File: config.mk
export PLATFORM = sky130hd
export DESIGN_NAME = array_mul_seq_ctrl
export DESIGN_NICKNAME = d
export VERILOG_FILES = /design/src/rtl/mul_pkg.sv /design/src/rtl/array_8.sv /design/src/rtl/mul_acc64.sv /design/src/rtl/array_mul_seq_ctrl.sv
export SDC_FILE = /design/constraint.sdc
export NUM_CORES = 1
export LEC_CHECK = 0
export ABC_CLOCK_PERIOD_IN_PS = 14800
export CORE_ASPECT_RATIO = 1.1
export CORE_MARGIN = 5
export CORE_UTILIZATION = 55
export CTS_BUF_LIST = sky130_fd_sc_hd__clkbuf_8
export CTS_CLUSTER_SIZE = 14
export DETAILED_ROUTE_END_ITERATION = 12
export PLACE_DENSITY = 0.76
export SLEW_MARGIN = 10
export SYNTH_ARGS = -nofsm -noshare
export SYNTH_HDL_FRONTEND = slang
export SYNTH_SLANG_ARGS = --single-unit
File: constraint.sdc
create_clock -name clk -period 14.8 [get_ports clk]
set_clock_uncertainty 0.05 [all_clocks]
set_input_delay 2.96 -clock clk [delete_from_list [all_inputs] [get_ports clk]]
set_output_delay 2.96 -clock clk [all_outputs]
set_load 0.02 [all_outputs]
File: src/rtl/mul_pkg.sv
// Shared types, widths and helpers for the iterative byte-sliced multiplier.
package mul_pkg;

   localparam int unsigned LANE_W = 8;
   localparam int unsigned LANES  = 4;
   localparam int unsigned OP_W   = LANE_W * LANES;
   localparam int unsigned PROD_W = 2 * OP_W;
   localparam int unsigned PP_W   = 2 * LANE_W;
   localparam int unsigned NUM_PP = LANES * LANES;
   localparam int unsigned IDX_W  = 4;
   localparam int unsigned SH_W   = 6;

   localparam logic [IDX_W-1:0] IDX_LAST = IDX_W'(NUM_PP - 1);

   typedef enum logic [1:0] {
      IDLE = 2'd0,
      CALC = 2'd1,
      DONE = 2'd2
   } state_t;

   typedef struct packed {
      logic [OP_W-1:0] a;
      logic [OP_W-1:0] b;
   } op_pair_t;

   // Bit offset of the byte-pair partial product a[i]*b[j] within the result.
   function automatic logic [SH_W-1:0] pp_shift(input logic [1:0] i, input logic [1:0] j);
      return SH_W'(LANE_W * (32'(i) + 32'(j)));
   endfunction

endpackage

File: src/rtl/array_8.sv
// Combinational 8x8 unsigned array multiplier (shift-and-add rows).
module array_8
   import mul_pkg::*;
(
   input  logic [LANE_W-1:0] a,
   input  logic [LANE_W-1:0] b,
   output logic [PP_W-1:0]   p_c
);

   always_comb begin
      p_c = '0;
      for (int unsigned r = 0; r < LANE_W; r++) begin
         if (b[r]) p_c = p_c + (PP_W'(a) << r);
      end
   end

endmodule

File: src/rtl/mul_acc64.sv
// 64-bit product accumulator: synchronous clear or add of a shifted partial product.
module mul_acc64
   import mul_pkg::*;
(
   input  logic              clk,
   input  logic              rst_n,
   input  logic              clr,
   input  logic              add,
   input  logic [PP_W-1:0]   pp,
   input  logic [SH_W-1:0]   shift,
   output logic [PROD_W-1:0] acc
);

   logic [PROD_W-1:0] sum_c;

   assign sum_c = acc + (PROD_W'(pp) << shift);

   always_ff @(posedge clk or negedge rst_n) begin
      if (!rst_n) begin
         acc <= '0;
      end else if (clr) begin
         acc <= '0;
      end else if (add) begin
         acc <= sum_c;
      end
   end

endmodule

File: src/rtl/array_mul_seq_ctrl.sv
// Iterative 32x32 unsigned multiplier: one shared 8x8 array walks all 16 byte pairs
// into a 64-bit accumulator, with valid/ready handshakes on both sides.
module array_mul_seq_ctrl
   import mul_pkg::*;
(
   input  logic              clk,
   input  logic              rst_n,
   input  logic              in_valid,
   output logic              in_ready,
   input  logic [OP_W-1:0]   in_a,
   input  logic [OP_W-1:0]   in_b,
   output logic              out_valid,
   input  logic              out_ready,
   output logic [PROD_W-1:0] out_p,
   output logic              busy
);

   state_t            state_q, state_d;
   logic [IDX_W-1:0]  idx_q, idx_d;
   op_pair_t          ops_q, ops_d;
   logic              acc_clr_c, acc_add_c;
   logic [1:0]        lane_i_c, lane_j_c;
   logic [LANE_W-1:0] lane_a_c, lane_b_c;
   logic [PP_W-1:0]   pp_c;
   logic [SH_W-1:0]   shift_c;
   logic [PROD_W-1:0] acc;

   // idx[1:0] walks multiplicand bytes, idx[3:2] walks multiplier bytes.
   assign lane_i_c = idx_q[1:0];
   assign lane_j_c = idx_q[3:2];
   assign lane_a_c = LANE_W'(ops_q.a >> (LANE_W * 32'(lane_i_c)));
   assign lane_b_c = LANE_W'(ops_q.b >> (LANE_W * 32'(lane_j_c)));
   assign shift_c  = pp_shift(lane_i_c, lane_j_c);

   array_8 u_array_8 (
      .a   (lane_a_c),
      .b   (lane_b_c),
      .p_c (pp_c)
   );

   mul_acc64 u_acc (
      .clk   (clk),
      .rst_n (rst_n),
      .clr   (acc_clr_c),
      .add   (acc_add_c),
      .pp    (pp_c),
      .shift (shift_c),
      .acc   (acc)
   );

   always_comb begin
      state_d   = state_q;
      idx_d     = idx_q;
      ops_d     = ops_q;
      acc_clr_c = 1'b0;
      acc_add_c = 1'b0;
      unique case (state_q)
         IDLE: begin
            if (in_valid && in_ready) begin
               ops_d     = '{a: in_a, b: in_b};
               idx_d     = '0;
               acc_clr_c = 1'b1;
               // A zero operand skips the byte walk: the cleared acc is already the product.
               state_d   = ((in_a == '0) || (in_b == '0)) ? DONE : CALC;
            end
         end
         CALC: begin
            acc_add_c = 1'b1;
            idx_d     = idx_q + IDX_W'(1);
            if (idx_q == IDX_LAST) state_d = DONE;
         end
         DONE: begin
            if (out_ready) state_d = IDLE;
         end
         default: state_d = IDLE;
      endcase
   end

   // Handshake outputs are registered from the next state so they track state_q exactly.
   always_ff @(posedge clk or negedge rst_n) begin
      if (!rst_n) begin
         state_q   <= IDLE;
         idx_q     <= '0;
         ops_q     <= '0;
         in_ready  <= 1'b1;
         out_valid <= 1'b0;
         busy      <= 1'b0;
      end else begin
         state_q   <= state_d;
         idx_q     <= idx_d;
         ops_q     <= ops_d;
         in_ready  <= (state_d == IDLE);
         out_valid <= (state_d == DONE);
         busy      <= (state_d != IDLE);
      end
   end

   assign out_p = acc;

endmodule
==> metrics <==
via count 12300; Synth top area share 26.7%; Top Metal Used met4; # rows 58; clock sinks 137; Worst Max-Slew Pin Slew 0.891 ns; CP bufs+invs 3; Fmax achieved about 73 MHz; # setup viols final 0; Crit Path Max Fanout 20; setup tns final 0 ns; Synth area leaders dfrtp_1, ha_1, nand2_1; Synth Area per Inst 8.00 um^2; CP Launch Type flop; CP delay by family, top compound AO/OA/AOI/OAI gates; fin crit share 93.0%; syn_nets between 1500 and 2000; sequential area share after synthesis 26.9%; Clk Latency, worst-skew pair 0.47 ns; WP depth 56; crit-path max cell delay around 0.80 ns; clock buffer depth 2; cell repeated most along the worst path xnor2_1; R2R Setup Slk 1.04 ns; synth warn 0; RePlAce Congestion 0.956; RSZ-0062 raised after global routing no; Synth Register Bits 137; die width 155 um; n_diodes 0; Overall Global Routing Usage 28.8%; Hold/Removal Path Class reg2reg; synth unique cells 81; vias in the first global route 11800; Routed Antenna Nets 0; R2R depth 56; DRC viols 0; largest net degree at the start of global routing 97; crit path capture type flop; Via density ~6.1; # hold bufs at CTS 0; CTS clk-pin slew, worst paths 0.09 ns; global-route wire length before repair 61700 um; Pins Over Slew Limit 0; Post-Route WL 37600 um; Post-CTS Setup Bufs 0; Post-synth top cells nand2_1, dfrtp_1, o21ai_0, ha_1, a21oi_1; met2 wire len 17200 um; Syn Inst Count about 1600; Slew headroom 40.6%; status finished clean; Syn Std Cell Area approximately 13000 um^2; Post-synth EDFFs 0; Nets 1879; remaining global-route overflow 0; area leader, netlist dfrtp_1; WL/cell 18.9 um; # IOs 135; Main synth FF type dfrtp_1; Die Y 170 um; synth-to-layout area growth 15.1%; layout cells sized above 1 5.78%; core area 22900 um^2; drt first pass iters 5; Tmin final about 14 ns; CTS H-tree depth 4; met3 wire len 2890 um; Setup CP Type reg2reg; hold depth 2; detailed placer's ending HPWL 28000 um; CTS Buf Count 17; Initial Utilization 55.8%; top-count cell post-synth nand2_1; Required @ worst endpoint 15.15 ns; TritonCTS clock tree built; final hold viol count 0; Async SR Flop Fraction 100%; Starting DRT DRC Count 1019; initial antenna violation count 0; die area 26300 um^2; Critical-path top delay cell mux4_2; critical path arrival 14.11 ns; Root Buffer clkbuf_8; PortBufs 134; post-cts resize count 0; Max Cap Viol 0; DRT met1 WL 16800 um
## worst reg2reg max path: cells and delay by family (launching register included)
family / cells / cell delay, ns
AO/OA/AOI/OAI: 19 / 4.83
XOR/XNOR: 8 / 1.16
adder cells (fa/ha/maj): 8 / 2.48
buffers and inverters: 3 / 0.27
flip-flops: 1 / 0.65
multiplexers: 3 / 1.40
AND/OR/NAND/NOR: 15 / 2.86
## cell type report
type / instances / area, um^2
multi-input cells: 1320 / 8830
fillers: 2001 / 8180
flip-flops and latches: 137 / 3430
repair buffers: 145 / 1430
well taps: 300 / 375
clock buffers: 17 / 234
inverters: 62 / 233
clock inverters: 15 / 151
## sequential cells by signal, indices dropped and copies added, names as in the netlist
register	cells
state_q	2
in_ready	1
u_acc.acc	64
idx_q	4
busy	1
out_valid	1
ops_q	64
## final timing paths
| check | startpoint | endpoint |
|---|---|---|
| max reg2reg | idx_q[0] | u_acc.acc[58] |
| min in group asynchronous | rst_n | u_acc.acc[18] |
| min | ops_q[6] | ops_q[6] |
| min reg2reg | ops_q[6] | ops_q[6] |
| max | idx_q[0] | u_acc.acc[58] |
| max in group asynchronous | rst_n | idx_q[0] |
## layout by cell type (no fill, tap or decap), types with 12 or more instances in the layout
master           synthesis  routed
and2_1                  18      18
o21ai_0                130     129
nor2b_1                 18      18
xor2_1                  32      32
nand3_1                 51      51
nand4_1                 23      23
clkbuf_8                 0      17
clkdlybuf4s50_1          0     133
o21a_1                  13      13
nor4_1                  20      20
inv_1                   60      61
a21o_1                  70      70
nand2b_1                16      15
dfrtp_1                136     135
o22ai_1                 16      16
o21bai_1                18      18
mux2i_1                 17      17
nand2_1                295     295
xnor2_1                 62      62
nor3_1                  17      16
a21oi_1                105     105
a211oi_1                12      12
nor2_1                  97      96
ha_1                   121     121
mux4_2                  13      13
## per-layer routing
layer / track usage, % / vias up
met5: 0 / -
met4: 8.03 / 0
met3: 5.43 / 60
met2: 45.9 / 447
met1: 40.4 / 5846
li1: - / 5919
## stage by stage
step	std cells	hold slack, ns	utilization, %	area [um^2]	setup WS (ns)
6_report	1996	0.426	64.2	14700	1.04
5_1_grt	1996	0.448	64.2	14700	0.0484
4_1_cts	1995	0.426	64.1	14600	0.896
3_5_place_dp	1963	0.404	62.4	14300	0.991
3_3_place_gp	1963	0.402	62.4	14300	1.29
2_1_floorplan	1594	0.387	-	12800	2.95
## logic make-up (layout without fill, tap and decap cells)
logic type,Yosys count,in the layout,synth area share (%)
xor gates and xnor gates,94,94,6.45
muxes,44,45,5.13
adders and majority gates,128,128,13.0
DFF,137,137,26.9
and+or+nand+nor,598,598,21.3
AOI/OAI and AO/OA,455,455,23.0
buffers and inverters,138,239,4.29
Power is left out: the tool's default activity adds up to more than one toggle a clock period on the data nets, which glitch-free logic cannot reach.
